File: src/rtl/ps2_keyboard_rx.sv
// PS/2 keyboard receiver: conditions ps2c/ps2d, decodes 11-bit frames and
// buffers validated scancodes in a small first-word fall-through FIFO.
module ps2_keyboard_rx #(
  parameter int unsigned FILTER_LEN  = 8,
  parameter int unsigned TIMEOUT_CYC = 100000,
  parameter int unsigned FIFO_DEPTH  = 4
) (
  input  logic       clk,
  input  logic       nreset,
  input  logic       ps2c,
  input  logic       ps2d,
  input  logic       rd,
  input  logic       clr_ovf,
  output logic [7:0] data,
  output logic       valid,
  output logic       overflow,
  output logic       frame_err,
  output logic       irq
);

  localparam int unsigned FW = $clog2(FILTER_LEN + 1);
  localparam int unsigned AW = $clog2(FILTER_LEN + 3);
  localparam int unsigned TW = $clog2(TIMEOUT_CYC + 1);
  localparam int unsigned PW = $clog2(FIFO_DEPTH);
  localparam int unsigned CW = PW + 1;

  typedef enum logic [1:0] {S_IDLE, S_DATA, S_PARITY, S_STOP} state_t;

  logic          r_c_s1, r_c_s2, r_d_s1, r_d_s2;
  logic          r_filt, r_filt_q;
  logic [FW-1:0] r_fcnt;
  logic          r_armed;
  logic [AW-1:0] r_arm_cnt;
  state_t        r_state;
  logic [7:0]    r_shift;
  logic [2:0]    r_bitcnt;
  logic          r_par;
  logic [TW-1:0] r_tcnt;
  logic [7:0]    r_mem [FIFO_DEPTH];
  logic [PW-1:0] r_wptr, r_rptr;
  logic [CW-1:0] r_cnt;

  logic          w_fall, w_good, w_push;
  logic          w_pop, w_wr, w_drop;
  logic [CW-1:0] w_cnt_n;
  logic [PW-1:0] w_rptr_n, w_wptr_n;
  logic [7:0]    w_head_n;

  // Two-flop synchronizers, preset to the idle-high bus level
  always_ff @(posedge clk or negedge nreset) begin
    if (!nreset) begin
      r_c_s1 <= 1'b1;
      r_c_s2 <= 1'b1;
      r_d_s1 <= 1'b1;
      r_d_s2 <= 1'b1;
    end else begin
      r_c_s1 <= ps2c;
      r_c_s2 <= r_c_s1;
      r_d_s1 <= ps2d;
      r_d_s2 <= r_d_s1;
    end
  end

  // Glitch filter on ps2c, plus an arm gate so a reset mid-frame cannot
  // turn a still-low ps2c into a bogus start bit
  always_ff @(posedge clk or negedge nreset) begin
    if (!nreset) begin
      r_filt    <= 1'b1;
      r_filt_q  <= 1'b1;
      r_fcnt    <= '0;
      r_armed   <= 1'b0;
      r_arm_cnt <= '0;
    end else begin
      r_filt_q <= r_filt;
      if (r_c_s2 == r_filt) begin
        r_fcnt <= '0;
      end else if (r_fcnt == FW'(FILTER_LEN - 1)) begin
        r_filt <= r_c_s2;
        r_fcnt <= '0;
      end else begin
        r_fcnt <= r_fcnt + FW'(1);
      end
      if (!r_armed) begin
        if (!r_c_s2)
          r_arm_cnt <= '0;
        else if (r_arm_cnt == AW'(FILTER_LEN + 1))
          r_armed <= 1'b1;
        else
          r_arm_cnt <= r_arm_cnt + AW'(1);
      end
    end
  end

  assign w_fall = r_armed & r_filt_q & ~r_filt;
  assign w_good = r_d_s2 & (^{r_shift, r_par});
  assign w_push = (r_state == S_STOP) & w_fall & w_good;

  // Frame decoder with inter-edge timeout
  always_ff @(posedge clk or negedge nreset) begin
    if (!nreset) begin
      r_state   <= S_IDLE;
      r_shift   <= '0;
      r_bitcnt  <= '0;
      r_par     <= 1'b0;
      r_tcnt    <= '0;
      frame_err <= 1'b0;
    end else begin
      frame_err <= 1'b0;
      if (r_state == S_IDLE || w_fall) begin
        r_tcnt <= '0;
      end else if (r_tcnt == TW'(TIMEOUT_CYC - 1)) begin
        r_tcnt    <= '0;
        r_state   <= S_IDLE;
        frame_err <= 1'b1;
      end else begin
        r_tcnt <= r_tcnt + TW'(1);
      end
      if (w_fall) begin
        case (r_state)
          S_IDLE: begin
            if (!r_d_s2) begin
              r_state  <= S_DATA;
              r_shift  <= '0;
              r_bitcnt <= '0;
            end
          end
          S_DATA: begin
            r_shift  <= {r_d_s2, r_shift[7:1]};
            r_bitcnt <= r_bitcnt + 3'd1;
            if (r_bitcnt == 3'd7) r_state <= S_PARITY;
          end
          S_PARITY: begin
            r_par   <= r_d_s2;
            r_state <= S_STOP;
          end
          default: begin
            r_state <= S_IDLE;
            if (!w_good) frame_err <= 1'b1;
          end
        endcase
      end
    end
  end

  // FIFO next-state: pop before push so a full FIFO can still accept on a read
  always_comb begin
    w_pop    = rd & (r_cnt != '0);
    w_wr     = w_push & ((r_cnt != CW'(FIFO_DEPTH)) | w_pop);
    w_drop   = w_push & ~w_wr;
    w_cnt_n  = r_cnt + CW'(w_wr) - CW'(w_pop);
    w_rptr_n = w_pop ? r_rptr + PW'(1) : r_rptr;
    w_wptr_n = w_wr ? r_wptr + PW'(1) : r_wptr;
    w_head_n = (w_wr && r_wptr == w_rptr_n) ? r_shift : r_mem[w_rptr_n];
  end

  always_ff @(posedge clk or negedge nreset) begin
    if (!nreset) begin
      for (int i = 0; i < int'(FIFO_DEPTH); i++) r_mem[i] <= '0;
      r_wptr   <= '0;
      r_rptr   <= '0;
      r_cnt    <= '0;
      data     <= '0;
      valid    <= 1'b0;
      overflow <= 1'b0;
      irq      <= 1'b0;
    end else begin
      if (w_wr) r_mem[r_wptr] <= r_shift;
      r_wptr <= w_wptr_n;
      r_rptr <= w_rptr_n;
      r_cnt  <= w_cnt_n;
      valid  <= (w_cnt_n != '0);
      data   <= (w_cnt_n != '0) ? w_head_n : 8'h00;
      irq    <= w_wr;
      if (w_drop)
        overflow <= 1'b1;
      else if (clr_ovf)
        overflow <= 1'b0;
    end
  end

endmodule

File: config.mk
export PLATFORM = sky130hd
export DESIGN_NAME = ps2_keyboard_rx
export DESIGN_NICKNAME = d
export VERILOG_FILES = /design/src/rtl/ps2_keyboard_rx.sv
export SDC_FILE = /design/constraint.sdc
export NUM_CORES = 1
export LEC_CHECK = 0
export ABC_AREA = 1
export CORE_ASPECT_RATIO = 0.5
export CORE_MARGIN = 2
export CORE_UTILIZATION = 55
export DETAILED_ROUTE_END_ITERATION = 8
export GPL_ROUTABILITY_DRIVEN = 0
export MAX_ROUTING_LAYER = met4
export PLACE_DENSITY = 0.79
export SETUP_SLACK_MARGIN = 0.15
export SLEW_MARGIN = 20
export SYNTH_ARGS = -nofsm -noshare
export SYNTH_HDL_FRONTEND = slang
export SYNTH_SLANG_ARGS = --single-unit
File: constraint.sdc
create_clock -name clk -period 2.74 [get_ports clk]
set_input_delay 0.548 -clock clk [delete_from_list [all_inputs] [get_ports clk]]
set_output_delay 0.548 -clock clk [all_outputs]
set_load 0.01 [all_outputs]
# ---- Word-level counts from Yosys, hierarchy flattened
# Cells that the tools add are included.
dict set report word_totals {
  input_bits 6
  output_inout_bits 12
  regBits 97
}
dict set report op_classes {
  eq_ne 12
  n_mux 35
  reduce_logical 14
  n_addsub 8
  magnitude_cmp 3
  bitwise_logic 15
}
# cell count
set op_table {}
lappend op_table {{8-bit 2-to-1 mux} 6}
lappend op_table {{17-bit 2-to-1 mux} 2}
lappend op_table {{32-bit bitwise mux} 1}
lappend op_table {{17-bit by 1-bit adder with 17-bit output (second input constant)} 1}
lappend op_table {{17-bit equality test (second input constant)} 1}
lappend op_table {{8-bit binary-select mux with 2-bit select} 1}
lappend op_table {{8-bit demux with 2-bit select} 1}
lappend op_table {{4-bit 2-to-1 mux} 4}
lappend op_table {{8-bit one-hot mux with 2 select lines} 1}
lappend op_table {{2-bit 2-to-1 mux} 6}
lappend op_table {{1-bit 2-to-1 mux} 10}
lappend op_table {{9-bit XOR reduction} 1}
lappend op_table {{4-bit by 1-bit adder with 4-bit output (second input constant)} 2}
lappend op_table {{1-bit bitwise AND} 8}
lappend op_table {{3-bit >= comparator (second input constant)} 2}
lappend op_table {{2-bit NOT with 3-bit output} 2}
lappend op_table {{2-bit one-hot mux with 3 select lines} 1}
lappend op_table {{3-bit one-hot mux with 2 select lines} 1}
lappend op_table {{2-bit AND reduction} 3}
lappend op_table {{3-bit nonzero test} 2}
lappend op_table {{2-bit by 1-bit adder with 2-bit output (second input constant)} 2}
lappend op_table {{2-bit equality test (second input constant)} 2}
lappend op_table {{4-bit by 3-bit equality test with 1-bit output (second input constant)} 1}
lappend op_table {{4-bit equality test (second input constant)} 1}
lappend op_table {{19 further kinds} 25}

# ---- Longest topological paths before layout
dict set report logic_depth {
  depth_word 9
  ltp_mapped 19
}

# ---- Worst setup path after synthesis
# No wires, ideal clock.
dict set report synth_path {
  path_kind {flip-flop to flip-flop}
  startpoint {reg r_filt_q}
  endpoint {reg data[0]}
  slack_ps -268
  setup_time_ps 117
  stages_incl_launch_ff 15
  required_time_ps 2623
  n_path_buf 1
  arrival_ps 2891
  path_cell_list {dfstp_2 > inv_1 > nor3_4 > inv_2 > nor3_2 > nand4_1 > ha_1 > inv_1 > ha_1 > fa_1 > xnor2_1 > or3_1 > clkbuf_1 > nand2_1 > nor2_1}
}
dict set report synth_between {
  elab_chain_cells 9
  word_cells_on_any_way 11
  cone_classes {add/sub (2); mux (2); bitwise (5); reduce/logical (2)}
}
# item line_no
set synth_rtl {}
lappend synth_rtl {{start: declaration} 30} ;# logic r_filt, r_filt_q;
lappend synth_rtl {{start signal: assignment} 74} ;# r_filt_q <= r_filt;
lappend synth_rtl {{1-bit bitwise AND (2 in a row)} 94} ;# assign w_fall = r_armed & r_filt_q & ~r_filt;
lappend synth_rtl {{1-bit bitwise AND (2 in a row)} 96} ;# assign w_push = (r_state == S_STOP) & w_fall & w_good;
lappend synth_rtl {{1-bit bitwise AND} 148} ;# w_wr = w_push & ((r_cnt != CW'(FIFO_DEPTH)) | w_pop);
lappend synth_rtl {{3-bit by 1-bit adder with 3-bit output} 150} ;# w_cnt_n = r_cnt + CW'(w_wr) - CW'(w_pop);
lappend synth_rtl {{3-bit by 1-bit subtractor with 3-bit output} 150}
lappend synth_rtl {{net w_cnt_n[2]} 45} ;# logic [CW-1:0] w_cnt_n;
lappend synth_rtl {{3-bit nonzero test} 172} ;# data <= (w_cnt_n != '0) ? w_head_n : 8'h00;
lappend synth_rtl {{8-bit 2-to-1 mux} 172}
lappend synth_rtl {{end signal: assignment} 172}
lappend synth_rtl {{end: declaration} 14} ;# output logic [7:0] data,
# The timed path passes the listed nets, and every way through them passes these cells.
# A chain may end at the register's enable or synchronous reset.

# ---- Final worst setup path
dict set report layout_path {
  startpoint {reg r_shift[0]}
  endpoint {reg data[1]}
}
dict set report layout_between {
  elab_chain_cells 8
  word_cells_on_any_way 10
  cone_classes {add/sub (2); mux (2); bitwise (3); reduce/logical (3)}
}
# item line_no
set layout_rtl {}
lappend layout_rtl {{start: declaration} 35} ;# logic [7:0] r_shift;
lappend layout_rtl {{start signal: assignment} 128} ;# r_shift <= {r_d_s2, r_shift[7:1]};
lappend layout_rtl {{9-bit XOR reduction} 95} ;# assign w_good = r_d_s2 & (^{r_shift, r_par});
lappend layout_rtl {{1-bit bitwise AND} 95}
lappend layout_rtl {{1-bit bitwise AND} 96}
lappend layout_rtl {{1-bit bitwise AND} 148}
lappend layout_rtl {{3-bit by 1-bit adder with 3-bit output} 150}
lappend layout_rtl {{3-bit by 1-bit subtractor with 3-bit output} 150}
lappend layout_rtl {{net w_cnt_n[2]} 45}
lappend layout_rtl {{3-bit nonzero test} 172}
lappend layout_rtl {{8-bit 2-to-1 mux} 172}
# The timed path passes the listed nets, and every way through them passes these cells.

==> impl_metrics.py <==
metrics = {
    "power": {
        "p_sw_w": 0.001311,
        "p_leak_nw": 2.573,
        "seqPwrFrac_pct": 40.9,
        "powerDensity_mw_per_mm2": 721.7,
        "p_int_w": 0.002719,
        "combPwrFrac_pct": 30.5,
        "p_sw_share_pct": 32.54,
        "pwr-share-clk_pct": 28.7,
        "vdd_ir_drop_max_mv": 0.4417,
    },
    "timing": {
        "layout_setup_ws_ns": -0.1473,
        "finalCriticalPeriod_ns": 2.887,
        "hold_viol": 0,
        "rsz0062_at_grt": "true",
        "finalClockSkew_ns": 0.008335,
        "drv_slew": 0,
        "setup-tns-final_ns": -1.101,
        "slew_headroom_pct": 70.03,
        "finalSetupViolCount": 9,
        "worstMarginPinSlew_ns": 0.4454,
        "fin_crit_sh_pct": 105.4,
        "max_freq_ghz": 0.3463,
    },
    "layout": {
        "antenna_cells": 0,
        "regArea_mm2": 0.002435,
        "multi_input_area_mm2": 0.002052,
        "fin_nets": 605,
        "area_growth_pct": 18.29,
        "final_layout_size_suffix_gt1_share_pct": 20.98,
        "nFillCells": 638,
    },
    "placement": {
        "portBuffers": 17,
        "detailedPlace.worstSlack_ns": -0.3437,
        "dp_hpwl_mm": 6.586,
    },
    "die": {
        "die_h_um": 69.51,
        "die-area_mm2": 0.009385,
        "die_w_um": 135.0,
        "ios": 18,
        "row_count": 23,
        "coreArea_mm2": 0.008173,
        "initial_utilization_pct": 57.76,
    },
    "drt": {
        "drtAntennaViolNets": 0,
        "routedWlPerCell_um": 13.53,
        "vias_per_cell": 5.266,
        "routed_wl_mm": 9.512,
        "drt_iter0_drc": 281,
        "firstDrtPassIters": 5,
        "drcViolationCount": 0,
        "vias": 3702,
    },
    "global_route": {
        "antenna_found_initial": 0,
        "grt_use_total_pct": 23.20,
        "grt_overflow_total": 0,
        "grt_max_degree": 45,
        "grt_pass1_wl_mm": 16.59,
        "grt_pass1_vias": 3608,
    },
    "clocking": {
        "cts_buffers": 9,
        "cts_tree": "yes",
        "cts_buffer_depth": 2,
        "cts_sinks": 97,
        "clk_latency_ns": 0.35,
        "path_clk_slew_ns": 0.06,
        "ctsHtreeMaxLevel": 3,
        "cts.root.buffer_cell": "clkbuf_16",
    },
    "synthesis": {
        "netlist_area_mm2": 0.004721,
        "synth_nets": 551,
        "async_flop_share_pct": 100.0,
        "synthFlopType": "dfrtp_1",
        "ys_warn_count": 0,
        "synth_seq_cells": 97,
        "syn_area_per_cell_um2": 8.874,
        "syn_inst": 532,
        "synth_cell_types": 47,
        "synth_edf_count": 0,
        "ys_seq_area_share_pct": 51.58,
    },
    "critical_path": {
        "critPathKind": "flip-flop to flip-flop",
        "end_kind": "flip-flop",
        "crit_path_start_kind": "flip-flop",
        "cp.required_ns": 2.97,
        "crit_arrival_ns": 3.12,
        "worstPathMaxFanout": 5,
    },
    "run": {
        "maxCapViolCount": 0,
    },
    "run_status": {
        "status": "complete, but fails checks",
        "violations": "negative setup slack",
    },
    "hold_path": {
        "min_path_type": "input pin to asynchronous set/reset pin",
    },
}
power by group through the flow:
stage	Sequential [W]	Clock [W]	Combinational, W
floorplan	0.00169	0	0.000721
global placement	0.00167	0	0.00106
detailed placement	0.00167	0	0.00108
CTS	0.00165	0.00117	0.00112
global route	0.00166	0.00125	0.00137
finish	0.00165	0.00116	0.00123
critical path, stage by stage, from the launching register on:
cell and delay (ns):
dfrtp_1 0.42, nand2_1 0.10, inv_1 0.05, nor2_2 0.09, nand2_1 0.08, nand2_2 0.08, nand2_2 0.05, nand2_1 0.05
nand2_1 0.05, nand2_2 0.06, nand4_1 0.15, ha_1 0.32, inv_1 0.04, ha_2 0.17, fa_2 0.37, xnor2_2 0.15
or3_4 0.42, nand2_2 0.09, nor2_2 0.04
layout by cell type, fill, tap and decap left out, types with 2 or more instances in the layout:
master           count
o21ai_2              8
o22ai_1             17
nand3_1             13
xnor2_1              4
o21ai_0             49
or3_4                2
nand4_1             17
nor3_2               2
nor3b_1              5
a21oi_1              4
nor2_2               9
nand2_2             14
clkinv_2             3
inv_1               47
inv_2               12
nor2_1              63
clkbuf_16            9
nor3_1               3
nor2_4               3
dfrtp_1             91
buf_4               37
nor4_1               5
nand3_2              6
ha_1                11
a211oi_1             2
dfstp_2              6
nand2_1            100
nor3_4               2
clkdlybuf4s50_1     16
xor2_1               8
timing repair:
action / in CTS / in global routing
pin swaps: 1 / 16
buffers inserted: 1 / 1
cloned: 0 / 1
resized for setup: 1 / 19
setup endpoints to repair: 9 / 10
hold buffers: 0 / 0
routing by layer:
| metal | share of wire (%) | track usage (%) | vias to the layer above | wire length, um |
|---|---|---|---|---|
| li1 | - | - | 1868 | - |
| met1 | 46 | 28.62 | 1736 | 4378 |
| met2 | 47 | 37.11 | 84 | 4479 |
| met3 | 5.2 | 6.944 | 14 | 492 |
| met4 | 1.7 | 7.407 | 0 | 161 |
| met5 | 0 | - | - | 0 |
cells by family (layout without fill, tap and decap cells):
family / Yosys count / in the layout / synth area share [%]
compound gates: 86 / 86 / 10.58
xor+xnor: 13 / 13 / 2.412
fa+ha+maj: 13 / 13 / 3.604
buf+inv: 72 / 130 / 6.705
flops: 97 / 97 / 51.58
mux: 2 / 2 / 0.4506
simple gates: 249 / 250 / 24.68
worst paths after layout:
path / startpoint / end / cells after the start / slack, ns
max in group asynchronous: nreset / r_d_s2 / 2 / 1.89
worst max-delay path: r_shift[0] / data[1] / 18 / -0.15
min in group clk: r_c_s1 / r_c_s2 / 0 / 0.35
worst max register to register: r_shift[0] / data[1] / 18 / -0.15
worst min-delay path: nreset / r_shift[1] / 1 / 0.14
worst min register to register: r_c_s1 / r_c_s2 / 0 / 0.35
cells in the mapped netlist (2+ instances only):
cell type | n | area (um2)
nor2_1 | 69 | 259.0
nor2_2 | 3 | 18.77
dfrtp_1 | 91 | 2277
nand2_2 | 3 | 18.77
nor3_2 | 2 | 20.02
clkbuf_1 | 5 | 18.77
ha_1 | 12 | 150.1
nor2_4 | 3 | 33.78
o22ai_1 | 17 | 106.4
inv_2 | 10 | 37.54
inv_1 | 49 | 183.9
buf_6 | 4 | 45.04
nor3b_1 | 5 | 37.54
nand3_1 | 13 | 65.06
xor2_1 | 8 | 70.07
nor3_1 | 4 | 20.02
o21ai_0 | 49 | 245.2
nor4_1 | 5 | 31.28
nand3_2 | 6 | 60.06
xnor2_1 | 5 | 43.79
nand2_1 | 111 | 416.7
a21oi_1 | 4 | 20.02
dfstp_2 | 6 | 157.7
a211oi_1 | 2 | 15.01
nand4_1 | 17 | 106.4
o21ai_2 | 8 | 70.07
stage by stage:
stage	utilization, %	cell area [um2]	total power (W)	cells	hold slack, ns
2_1_floorplan	-	4747	0.002410	532	0.2524
3_3_place_gp	63.98	5229	0.002727	684	0.3454
3_5_place_dp	63.98	5229	0.002757	684	0.3468
4_1_cts	67.48	5515	0.003937	701	0.1479
5_1_grt	68.33	5584	0.004274	703	0.1588
6_report	68.33	5584	0.004030	703	0.1393
flip-flops by register name (all words and copies together) (netlist names), 2 cells and up:
register	flops
data	8
r_fcnt	4
r_bitcnt	3
r_wptr	2
r_state	2
r_rptr	2
r_tcnt	17
r_cnt	3
r_arm_cnt	4
r_mem	32
r_shift	8
area by class of cell:
class                           instances  share of cell area, %
Multi-Input combinational cell        364                  36.75
Clock inverter                          5                 0.5602
Clock buffer                           11                  4.347
Sequential cell                        97                  43.60
Inverter                               60                  4.033
Tap cell                              112                  2.510
Timing Repair Buffer                   54                  8.201
Note: power is estimated with default switching activity, not from simulation.
